--- config.mk ---
export PLATFORM = sky130hd
export DESIGN_NAME = seg7_scan
export DESIGN_NICKNAME = d
export VERILOG_FILES = /design/src/rtl/seg7_scan.sv
export SDC_FILE = /design/constraint.sdc
export NUM_CORES = 1
export LEC_CHECK = 0
export CORE_ASPECT_RATIO = 0.7
export CORE_UTILIZATION = 52
export CTS_CLUSTER_DIAMETER = 50
export DETAILED_ROUTE_END_ITERATION = 8
export PLACE_DENSITY = 0.84
export REMOVE_ABC_BUFFERS = 1
export SYNTH_ARGS = -nofsm -noshare
export SYNTH_HDL_FRONTEND = slang
export SYNTH_SLANG_ARGS = --single-unit
--- constraint.sdc ---
create_clock -name clk -period 5.37 [get_ports clk]
set_clock_uncertainty 0.1 [all_clocks]
set_input_delay 0.537 -clock clk [delete_from_list [all_inputs] [get_ports clk]]
set_output_delay 0.537 -clock clk [all_outputs]
set_load 0.01 [all_outputs]
--- src/rtl/seg7_scan.sv ---
// Time-multiplexed common-anode hex display driver with a frame-synchronous shadow copy.
// Optional PWM brightness control is compiled in when SEG7_DIM_EN is defined.
module seg7_scan #(
  parameter int DIGITS   = 4,
  parameter int PRESCALE = 50000,
  parameter int DIM_BITS = 4
) (
  input  logic                  clk,
  input  logic                  rst_n,
  input  logic [4*DIGITS-1:0]   val,
  input  logic [DIGITS-1:0]     dp,
  input  logic                  load,
  input  logic                  blank_en,
`ifdef SEG7_DIM_EN
  input  logic [DIM_BITS-1:0]   bright,
`endif
  output logic                  busy,
  output logic                  frame,
  output logic [6:0]            seg,
  output logic                  dp_n,
  output logic [DIGITS-1:0]     dig
);

  localparam int PCW = $clog2(PRESCALE);
  localparam int SW  = (DIGITS > 1) ? $clog2(DIGITS) : 1;
  localparam logic [PCW-1:0] PC_LAST   = PCW'(PRESCALE - 1);
  localparam logic [SW-1:0]  SLOT_LAST = SW'(DIGITS - 1);

  logic [PCW-1:0]      r_pc;
  logic [SW-1:0]       r_s;
  logic [4*DIGITS-1:0] r_st_val, r_sh_val;
  logic [DIGITS-1:0]   r_st_dp, r_sh_dp;
  logic                r_pending;
  logic [6:0]          r_seg;
  logic                r_dp_n;
  logic [DIGITS-1:0]   r_dig;

  logic       w_tick, w_boundary, w_gate, w_blank, w_lit, w_dp_sel, w_upper_nz;
  logic [3:0] w_nib;
  logic [6:0] w_glyph;

  assign w_tick     = (r_pc == PC_LAST);
  assign w_boundary = w_tick && (r_s == SLOT_LAST);

  always_ff @(posedge clk or negedge rst_n) begin
    if (!rst_n) begin
      r_pc <= '0;
      r_s  <= '0;
    end else if (w_tick) begin
      r_pc <= '0;
      r_s  <= (r_s == SLOT_LAST) ? '0 : r_s + SW'(1);
    end else begin
      r_pc <= r_pc + PCW'(1);
    end
  end

  // A load landing on the boundary bypasses staging so it is never held a full extra frame.
  always_ff @(posedge clk or negedge rst_n) begin
    if (!rst_n) begin
      r_st_val  <= '0;
      r_st_dp   <= '0;
      r_sh_val  <= '0;
      r_sh_dp   <= '0;
      r_pending <= 1'b0;
    end else begin
      if (load) begin
        r_st_val <= val;
        r_st_dp  <= dp;
      end
      if (w_boundary && load) begin
        r_sh_val  <= val;
        r_sh_dp   <= dp;
        r_pending <= 1'b0;
      end else if (w_boundary && r_pending) begin
        r_sh_val  <= r_st_val;
        r_sh_dp   <= r_st_dp;
        r_pending <= 1'b0;
      end else if (load) begin
        r_pending <= 1'b1;
      end
    end
  end

`ifdef SEG7_DIM_EN
  logic [DIM_BITS-1:0] r_pw;

  always_ff @(posedge clk or negedge rst_n) begin
    if (!rst_n) r_pw <= '0;
    else        r_pw <= r_pw + DIM_BITS'(1);
  end

  assign w_gate = (r_pw <= bright);
`else
  assign w_gate = (DIM_BITS >= 1);
`endif

  // Leading-zero test covers the active slot and every more-significant nibble.
  always_comb begin
    w_nib      = '0;
    w_dp_sel   = 1'b0;
    w_upper_nz = 1'b0;
    for (int unsigned i = 0; i < DIGITS; i++) begin
      if (SW'(i) == r_s) begin
        w_nib    = r_sh_val[4*i +: 4];
        w_dp_sel = r_sh_dp[i];
      end
      if ((SW'(i) >= r_s) && (r_sh_val[4*i +: 4] != 4'h0)) w_upper_nz = 1'b1;
    end
  end

  assign w_blank = (r_s != '0) && blank_en && !w_upper_nz && !w_dp_sel;
  assign w_lit   = !w_blank && (r_pc != '0) && w_gate;

  always_comb begin
    w_glyph = '1;
    case (w_nib)
      4'h0: w_glyph = 7'b0000001;
      4'h1: w_glyph = 7'b1001111;
      4'h2: w_glyph = 7'b0010010;
      4'h3: w_glyph = 7'b0000110;
      4'h4: w_glyph = 7'b1001100;
      4'h5: w_glyph = 7'b0100100;
      4'h6: w_glyph = 7'b0100000;
      4'h7: w_glyph = 7'b0001111;
      4'h8: w_glyph = 7'b0000000;
      4'h9: w_glyph = 7'b0000100;
      4'hA: w_glyph = 7'b0001000;
      4'hB: w_glyph = 7'b1100000;
      4'hC: w_glyph = 7'b0110001;
      4'hD: w_glyph = 7'b1000010;
      4'hE: w_glyph = 7'b0110000;
      4'hF: w_glyph = 7'b0111000;
      default: w_glyph = '1;
    endcase
  end

  always_ff @(posedge clk or negedge rst_n) begin
    if (!rst_n) begin
      r_seg  <= '1;
      r_dp_n <= 1'b1;
      r_dig  <= '1;
    end else begin
      r_seg  <= w_blank ? '1 : w_glyph;
      r_dp_n <= w_blank | ~w_dp_sel;
      r_dig  <= '1;
      if (w_lit) r_dig[r_s] <= 1'b0;
    end
  end

  assign busy  = r_pending;
  assign frame = w_boundary;
  assign seg   = r_seg;
  assign dp_n  = r_dp_n;
  assign dig   = r_dig;

endmodule

==> impl_metrics.yaml <==
drt:
  final_antenna_net_count: 0
  routed_wl_um: 6610
  vias_per_cell: 5.499
  initialDrtViolationCount: 168
  routed-via-count: 2414
  post_drt_wl_per_cell_um: 15.06
  drcViolationCount: 0
  dr.pass1.iters: 4
logic_synthesis:
  synth_top_area_share_pct: 42.19
  synth_warnings: 0
  synth_top_cells_by_area: "dfrtp_1, mux2_2, dfstp_2"
  async_flop_share_pct: 100.0
  ys_seq_elements: 71
  synth_cell_types: 43
  yosys.area.top_type: "dfrtp_1"
  syn_area_um2: 3500
  syn_inst: 305
  avgSynthCellArea_um2: 11.47
  synth_flop_cell: "dfrtp_1"
  seq_area_frac_synth_pct: 51.20
  synth-edff-count: 0
clocking:
  cts_resized: 0
  clk_pin_slew_worst_paths_ps: 70
  clock_sinks: 71
  cts_tree: "yes"
  cts_setup_buffers: 0
  clkLatencyLatePin_ps: 350
  ctsHoldBuffers: 0
  htreeDepth: 3
  clockRootBuffer: "clkbuf_8"
  numCtsBuffers: 9
  clockBufferDepth: 2
timing:
  hold_violations: 0
  rsz0062_at_grt: "no"
  fmax_ghz: 0.2948
  tns_ps: 0
  maxSlewViolCount: 0
  setup_viol: 0
  finalCritPeriodShare_pct: 63.17
  relSlewSlack_pct: 25.36
  worstMarginPinSlew_ps: 1115
  min_period_ps: 3392
die:
  floorplan.initialDensity_pct: 54.97
  placementRows: 24
  core-area_um2: 6366
  die_h_um: 70.64
  io-pin-count: 38
  die_area_um2: 7067
  die_width_um: 100.1
final_layout:
  post_layout_nonfiller_instances: 439
  design_area_um2: 4095
  drive_gt1_share_pct: 18.39
  nNetsFinal: 380
  area_delta_synth_final_pct: 17.02
  mostFrequentLayoutCells: "dfrtp_1, clkdlybuf4s50_1, mux2_2, nor2_1, nand2_1"
  layout_commonest_cell: "dfrtp_1"
  diodes: 0
  fin_util_pct: 64.33
placed_design:
  io_buffers: 37
  place_inst: 423
  placed_cell_area_um2: 3905
  hpwl_um: 4454
  routabilityCongestion: 0.8439
setup_path:
  cp.arrival_ps: 2760
  startpoint_type: "flop"
  crit_path_max_fanout: 12
  crit_type: "reg -> out"
  crit_family: "simple AND/OR/NAND/NOR gates"
  crit_path_end_kind: "output pin"
  worstPathBufferInverterCount: 1
  cpMostUsedCell: "nor4_1"
  critPathRequiredTime_ps: 4730
  crit_chain: "nor4_1 -> nand2_1 -> nor4_1 -> and3_1 -> clkdlybuf4s50_1"
  crit_path_top_delay_cell: "clkdlybuf4s50_1"
  critical_path.max_stage_delay_ps: 640
job:
  maxCapViolations: 0
global_routing:
  grt_max_degree: 72
  grt_antenna_before_repair: 0
  grt_pass1_vias: 2352
  grt_usage_pct: 21.39
  grt_pass1_wl_um: 11500
  gr-total-overflow: 0
power_and_ir_drop:
  irDropWorstVdd_mv: 0.1408
  leakage_nw: 1.767
  powerDensity_nw_per_um2: 249.3
hold_path:
  hold_class: "in -> async"
run_status:
  status: "finished clean"
[power breakdown]
part / internal (mW) / switching [mW]
Sequential: 0.550 / 0.00493
Combinational: 0.0364 / 0.0283
Clock: 0.219 / 0.182
Total: 0.806 / 0.215
[worst register-to-register path: cells and delay by family, from the launching register on]
family,cells,cell delay [ps]
adders and majority gates,2,670
AOI/OAI and AO/OA,2,890
muxes,2,310
DFF,1,440
buffers and inverters,2,300
and+or+nand+nor,2,140
[worst paths after layout]
check,start,slack [ps],cells past startpoint,endpoint
min,rst_n,280,2,r_st_val[2]
max reg2reg,r_s[1],2440,10,seg[3]
max in group asynchronous,rst_n,4330,2,r_sh_val[3]
min reg2reg,r_st_dp[3],400,1,r_st_dp[3]
min in group clk,r_st_dp[3],400,1,r_st_dp[3]
max,r_pc[11],1980,5,frame
[state kept, by name, summed over array words and instances, names as in the netlist]
register and cells:
dig 4, r_s 2, dp_n 1, busy 1
r_sh_val 16, r_st_val 16, r_pc 16, r_st_dp 4
r_sh_dp 4, seg 7
[Yosys cell counts, types with 2 or more instances]
cell,n
a211oi_1,2
a21oi_1,14
a221o_1,3
a22o_1,2
and3_1,3
buf_2,5
buf_4,2
buf_6,4
dfrtp_1,59
dfstp_2,12
ha_1,13
inv_1,12
mux2_2,31
mux2i_1,14
nand2_1,22
nand2b_1,11
nand3_1,13
nand3b_1,3
nor2_1,25
nor2b_1,3
nor3_1,4
nor3b_1,2
nor4_1,7
o211ai_1,4
o21a_1,2
o21ai_0,2
o22ai_1,3
xnor2_1,7
xor2_1,7
[metal layers]
layer | wire (um) | global-route usage (%) | vias to the layer above
met2 | 2945 | 31.19 | 65
met5 | 0 | 0 | -
met1 | 3236 | 30.66 | 1199
li1 | - | - | 1144
met3 | 378 | 6.818 | 6
met4 | 49 | 6.763 | 0
[per-stage QoR]
stage          worst slack [ps]  power, mW  hold WS (ps)
5_1_grt                    1760      1.062         367.7
2_1_floorplan              2946     0.5909         141.4
6_report                   1978      1.021         279.2
4_1_cts                    1976      1.031         304.6
3_5_place_dp               2198     0.6306         384.3
3_3_place_gp               2285     0.6280         379.7
[cell type report]
cell class | instances | area, um2
inverter | 12 | 45.04
multi-input combinational | 210 | 1574
tap | 91 | 113.9
clock buffer | 16 | 190.2
fill | 532 | 2271
sequential | 71 | 1792
timing repair buffer | 39 | 380.4
[cell families (layout without fill, tap and decap cells)]
logic type | Yosys count | count (layout) | synth area share (%)
compound gates | 37 | 37 | 7.687
xor+xnor | 14 | 14 | 3.504
fa+ha+maj | 13 | 13 | 4.648
buf+inv | 24 | 67 | 3.825
flops | 71 | 71 | 51.20
mux | 45 | 45 | 13.98
simple gates | 101 | 101 | 15.16
Power figures use the tool's default switching activity.
